--- config.mk ---
export PLATFORM = sky130hd
export DESIGN_NAME = cpu_run_ctrl
export DESIGN_NICKNAME = d
export VERILOG_FILES = /design/src/rtl/cpu_run_ctrl_pkg.sv /design/src/rtl/btn_debounce.sv /design/src/rtl/cpu_run_ctrl.sv
export SDC_FILE = /design/constraint.sdc
export NUM_CORES = 1
export LEC_CHECK = 0
export CORE_ASPECT_RATIO = 1.75
export CORE_MARGIN = 2
export CORE_UTILIZATION = 49
export DETAILED_ROUTE_END_ITERATION = 6
export PLACE_DENSITY = 0.74
export SYNTH_ARGS = -nofsm -noshare
export SYNTH_HDL_FRONTEND = slang
export SYNTH_HIERARCHICAL = 1
export SYNTH_SLANG_ARGS = --single-unit
export TNS_END_PERCENT = 5
--- constraint.sdc ---
create_clock -name clk -period 5.4 [get_ports clk]
set_input_delay 1.08 -clock clk [delete_from_list [all_inputs] [get_ports clk]]
set_output_delay 1.08 -clock clk [all_outputs]
set_load 0.01 [all_outputs]
--- src/rtl/cpu_run_ctrl_pkg.sv ---
// Shared definitions for the CPU run controller: mode encoding, button indices,
// and the speed-to-period helper.
package cpu_run_ctrl_pkg;

    typedef enum logic [1:0] {
        MODE_HALT  = 2'd0,
        MODE_RUN   = 2'd1,
        MODE_STEP  = 2'd2,
        MODE_BREAK = 2'd3
    } mode_e;

    localparam int BTN_RUN  = 0;
    localparam int BTN_STEP = 1;
    localparam int BTN_CLR  = 2;

    // Each speed step divides the base period by 4; a zero period means tick every cycle.
    function automatic logic [31:0] tick_period(input logic [31:0] divisor,
                                                input logic [1:0]  speed);
        logic [31:0] p;
        p = divisor >> {speed, 1'b0};
        if (p == 32'd0) begin
            p = 32'd1;
        end
        return p;
    endfunction

endpackage

--- src/rtl/btn_debounce.sv ---
// One push-button path: 2-FF synchroniser, debouncer that accepts a new level after
// DEBOUNCE_CYCLES consecutive differing samples, and a registered rising-edge pulse.
module btn_debounce #(
    parameter int DEBOUNCE_CYCLES = 500000
) (
    input  logic clk,
    input  logic rst_n,
    input  logic raw,
    output logic press
);

    localparam int CW = $clog2(DEBOUNCE_CYCLES + 1);

    logic          sync1;
    logic          sync2;
    logic          level;
    logic          level_d;
    logic [CW-1:0] cnt;

    // A sample equal to the accepted level restarts the run, so bounces never accumulate.
    always_ff @(posedge clk or negedge rst_n) begin
        if (!rst_n) begin
            sync1   <= 1'b0;
            sync2   <= 1'b0;
            level   <= 1'b0;
            level_d <= 1'b0;
            cnt     <= '0;
            press   <= 1'b0;
        end else begin
            sync1   <= raw;
            sync2   <= sync1;
            if (sync2 == level) begin
                cnt <= '0;
            end else if (cnt == CW'(DEBOUNCE_CYCLES - 1)) begin
                level <= sync2;
                cnt   <= '0;
            end else begin
                cnt <= cnt + 1'b1;
            end
            level_d <= level;
            press   <= level & ~level_d;
        end
    end

endmodule

--- src/rtl/cpu_run_ctrl.sv ---
// Execution controller: turns debounced buttons, speed switches and a PC breakpoint
// into a one-cycle CPU enable tick with HALT / RUN / STEP / BREAK modes.
module cpu_run_ctrl
    import cpu_run_ctrl_pkg::*;
#(
    parameter int DIVISOR         = 50000000,
    parameter int DEBOUNCE_CYCLES = 500000,
    parameter int ADDR_WIDTH      = 6,
    parameter int CNT_WIDTH       = 16
) (
    input  logic                  clk,
    input  logic                  rst_n,
    input  logic [2:0]            btn,
    input  logic [1:0]            speed_sel,
    input  logic [ADDR_WIDTH-1:0] pc,
    input  logic [ADDR_WIDTH-1:0] bp_addr,
    input  logic                  bp_en,
    output logic                  tick,
    output logic [1:0]            mode,
    output logic                  bp_hit,
    output logic [CNT_WIDTH-1:0]  tick_count
);

    logic [2:0]  press;
    mode_e       state;
    mode_e       state_next;
    logic [1:0]  speed_r;
    logic [31:0] div;
    logic [31:0] period;
    logic        resume;
    logic        resume_next;
    logic        tick_next;
    logic        bp_hit_next;
    logic        run_p;
    logic        step_p;
    logic        clr_p;
    logic        cand;
    logic        bp_match;

    for (genvar i = 0; i < 3; i++) begin : g_btn
        btn_debounce #(
            .DEBOUNCE_CYCLES(DEBOUNCE_CYCLES)
        ) u_btn (
            .clk  (clk),
            .rst_n(rst_n),
            .raw  (btn[i]),
            .press(press[i])
        );
    end

    assign run_p    = press[BTN_RUN];
    assign step_p   = press[BTN_STEP];
    assign clr_p    = press[BTN_CLR];
    assign period   = tick_period(32'(DIVISOR), speed_r);
    assign cand     = (state == MODE_RUN) && (div == period - 32'd1);
    // resume lets the first tick after BREAK step off the breakpoint address.
    assign bp_match = bp_en && (pc == bp_addr) && !resume;
    assign mode     = state;

    always_ff @(posedge clk or negedge rst_n) begin
        if (!rst_n) begin
            state <= MODE_HALT;
        end else begin
            state <= state_next;
        end
    end

    always_comb begin
        state_next = state;
        case (state)
            MODE_HALT: begin
                if (run_p) state_next = MODE_RUN;
                else if (step_p) state_next = MODE_STEP;
            end
            MODE_STEP: state_next = MODE_HALT;
            MODE_RUN: begin
                if (run_p) state_next = MODE_HALT;
                else if (cand && bp_match) state_next = MODE_BREAK;
            end
            MODE_BREAK: begin
                if (run_p) state_next = MODE_RUN;
                else if (step_p) state_next = MODE_STEP;
                else if (clr_p) state_next = MODE_HALT;
            end
            default: state_next = MODE_HALT;
        endcase
    end

    always_comb begin
        tick_next   = (state_next == MODE_STEP) ||
                      ((state == MODE_RUN) && !run_p && cand && !bp_match);
        bp_hit_next = (state_next == MODE_BREAK);
        resume_next = 1'b0;
        if ((state == MODE_BREAK) && run_p) begin
            resume_next = 1'b1;
        end else if ((state == MODE_RUN) && (state_next == MODE_RUN) && !tick_next) begin
            resume_next = resume;
        end
    end

    always_ff @(posedge clk or negedge rst_n) begin
        if (!rst_n) begin
            tick       <= 1'b0;
            bp_hit     <= 1'b0;
            resume     <= 1'b0;
            speed_r    <= 2'd0;
            div        <= 32'd0;
            tick_count <= '0;
        end else begin
            tick       <= tick_next;
            bp_hit     <= bp_hit_next;
            resume     <= resume_next;
            speed_r    <= speed_sel;
            tick_count <= tick_count + {{(CNT_WIDTH-1){1'b0}}, tick_next};
            // Divider restarts on RUN entry, outside RUN and whenever the speed changes.
            if ((state != MODE_RUN) || (state_next != MODE_RUN) || (speed_sel != speed_r)) begin
                div <= 32'd0;
            end else if (div >= period - 32'd1) begin
                div <= 32'd0;
            end else begin
                div <= div + 32'd1;
            end
        end
    end

endmodule

==> metrics <==
n_diodes=0; failing checks=DRC; clk_skew=10.03 ps; CP delay by family, top=simple AND/OR/NAND/NOR gates; status=complete, but fails checks; drt wl/cell=roughly 16 µm; CTS tree=yes; Max clock buf depth=2; initial antenna violation count=0; drt drc=2; antenna viol nets, final=0; Ports=40; GRT Util Overall=between 20% and 30%; worst path cell trace=inv_1 -> ha_1 -> inv_1 -> ha_1 -> nand4_1 -> nor4_2 -> nand4_1 -> o21ai_0 -> ha_1 -> ha_1 -> nand2_1 -> or2_2 -> nor2_1 -> xor2_1; clk slew on worst S/H paths=approximately 60 ps; commonest cells after routing, fill and taps aside=dfrtp_1, xnor2_1, nor2_1, nand3_1, nor3_1; crit-path most repeated cell=ha_1; RSZ-0062 raised after global routing=false; Startpoint Class=flip-flop; CP max-delay cell=dfrtp_1; pre-CTS setup slack=between 1500 and 2000 ps; final wirelength=~14 mm; first-pass GRT wire length=roughly 24 mm; max-slew violations=0; Final #Nets=between 700 and 800; Worst EP required=5740 ps; Initial Util=49.47%; setup_tns=0 ps; vias per inst=roughly 5.6; hold_buf cts=0; H-tree depth=4; Filler Cells Inserted=approximately 1100; Core Region=13760 µm²; worst skew pair latency=roughly 400 ps; DP Wirelength=roughly 10 mm; synthesis warning total=6; num rows=57; CTS Sinks=around 130; Simple-Gate Fraction of Synth Area=24.94%; Synth cell types=51; CP endpoint kind=flip-flop; largest net degree at the start of global routing=73; WS Path Type=reg2reg; Die X=between 90 and 100 µm; final worst-path cycle share=a little over two thirds; XOR/XNOR Fraction of Synth Area=about an eighth; die area=approximately 15000 µm²; Port Buffers=39; register area=3178 µm²; max incr delay on CP=roughly 510 ps; slack of the critical path=about 1600 ps; Post-Synthesis Cell Area=between 6000 and 7000 µm²; drt first-iter violations=between 200 and 250; critical path data arrival time=about 4000 ps; most common cell after layout, fill and taps aside=dfrtp_1; Crit path buffers/inverters=2; Max-Cap Viols=0; leakage=between 3 and 4 nW; clock buffer count from CTS=17; Post-CTS Repair Setup Buffers=0; Die Span Y=roughly 160 µm; Power Dens Cells=~260 nW/µm²; Peak VDD IR=about 0.18 mV; final setup violation count=0; number of global-route vias before repair=around 5300; Fmax=around 260 MHz; largest family of logic cells by synthesized area=simple AND/OR/NAND/NOR gates; total grt overflow=0; cells after synthesis=about 660; sequential fraction of the synthesis area=46.67%; drt pass-1 iters=7; GPL Wtd Cong=0.9136; crit-path max FO=9; post-synthesis average cell area=a little over 10 µm²; fraction of layout cells with a size suffix above 1=8.929%; Root Driver=clkbuf_16; DR vias=between 5000 and 6000; Slew @ Worst Pin=roughly 1000 ps; synthesis-stage register bit count=between 100 and 150; multi-input combinational cell area=3476 µm²; adder-cell area share of the yosys netlist=between 6 and 7%; multiplexer area fraction after synthesis=under 10%; Tmin final=3778 ps; post-synthesis compound-gate area fraction=around 5.1%; Area Overhead vs Synth=16.28%; cts repair resizes=0; normalized max-slew margin=30.39%; Hold Path Class=reg2reg; Final Hold Viols=0
## where the power goes
part	internal, mW	total (mW)	switching [mW]
Sequential	0.960	0.971	0.0110
Combinational	0.0317	0.0810	0.0493
Clock	0.589	1.03	0.444
## routing by layer
metal | GRT usage, % | wire length (µm)
met1 | 21.67 | 5443
met2 | 35.77 | 7604
met3 | 3.915 | 459
met4 | 12.23 | 585
met5 | 0 | 0
## layout make-up
type	instances	share of cell area, %
multi-input combinational	501	43.90
sequential	127	40.14
clock buffer	17	5.373
timing repair buffer	41	5.088
tap	177	2.797
clock inverter	15	1.422
inverter	27	1.280
## state kept, by name, summed over array words and instances, names as in the netlist, 3 cells and up
name / count
div: 32
g_btn.u_btn/level: 3
g_btn.u_btn/press: 3
g_btn.u_btn/sync2: 3
g_btn.u_btn/level_d: 3
g_btn.u_btn/sync1: 3
g_btn.u_btn/cnt: 57
tick_count: 16
## synthesized netlist by cell type, drive strengths merged
cell type | count | area (µm²)
a211o | 1 | 8.760
a211oi | 4 | 30.03
a21o | 1 | 7.510
a21oi | 16 | 80.08
a221oi | 1 | 8.760
a31o | 1 | 8.760
a31oi | 2 | 12.51
and2 | 7 | 43.80
and3 | 9 | 57.56
and4 | 8 | 71.32
buf | 10 | 57.55
clkbuf | 5 | 18.77
conb | 2 | 7.510
dfrtp | 127 | 3178
ha | 38 | 475.5
inv | 27 | 101.4
mux2 | 3 | 33.78
mux2i | 4 | 40.04
nand2 | 34 | 127.6
nand2b | 3 | 18.77
nand3 | 45 | 225.2
nand3b | 1 | 7.510
nand4 | 31 | 245.2
nor2 | 72 | 270.3
nor2b | 6 | 37.54
nor3 | 48 | 260.3
nor3b | 2 | 15.01
nor4 | 24 | 196.4
nor4b | 3 | 26.28
o2111ai | 1 | 8.760
o211a | 1 | 10.01
o211ai | 3 | 27.52
o21ai | 10 | 50.05
o22ai | 1 | 6.260
o31ai | 1 | 7.510
o41ai | 3 | 82.58
or2 | 2 | 12.51
or3 | 6 | 37.54
or4 | 4 | 45.04
xnor2 | 74 | 648.1
xor2 | 23 | 201.4
## per-stage QoR
stage	std cells	power, mW	hold slack, ps	cell area, µm²	utilization (%)
2_1_floorplan	670	1.026	331.2	6832	-
3_3_place_gp	873	1.066	336.7	7380	53.61
3_5_place_dp	873	1.070	335.5	7380	53.61
4_1_cts	905	2.106	352.1	7918	57.52
5_1_grt	905	2.163	367.6	7918	57.52
6_report	905	2.085	349.6	7918	57.52
## worst paths after layout
path | startpoint | to | slack, ps | cells after the start
hold / removal | g_btn[2].u_btn/sync1$_DFF_PN0_ | g_btn[2].u_btn/sync2$_DFF_PN0_ | 350 | 0
hold reg to reg | g_btn[2].u_btn/sync1$_DFF_PN0_ | g_btn[2].u_btn/sync2$_DFF_PN0_ | 350 | 0
setup reg to reg | speed_r[1]$_DFF_PN0_ | tick_count[12]$_DFF_PN0_ | 1620 | 14
max in group asynchronous | rst_n | div[18]$_DFF_PN0_ | 3330 | 2
setup / recovery | speed_r[1]$_DFF_PN0_ | tick_count[12]$_DFF_PN0_ | 1620 | 14
min in group asynchronous | rst_n | g_btn[0].u_btn/cnt[5]$_DFF_PN0_ | 780 | 1
## cells by family (layout without fill, tap and decap cells)
| group | after synthesis | count (layout) |
|---|---|---|
| compound gates | 46 | 46 |
| xor+xnor | 97 | 97 |
| fa+ha+maj | 38 | 38 |
| buf+inv | 42 | 100 |
| flops | 127 | 127 |
| mux | 7 | 7 |
| other cells | 2 | 8 |
| simple gates | 305 | 305 |
Power figures use the tool's default switching activity.
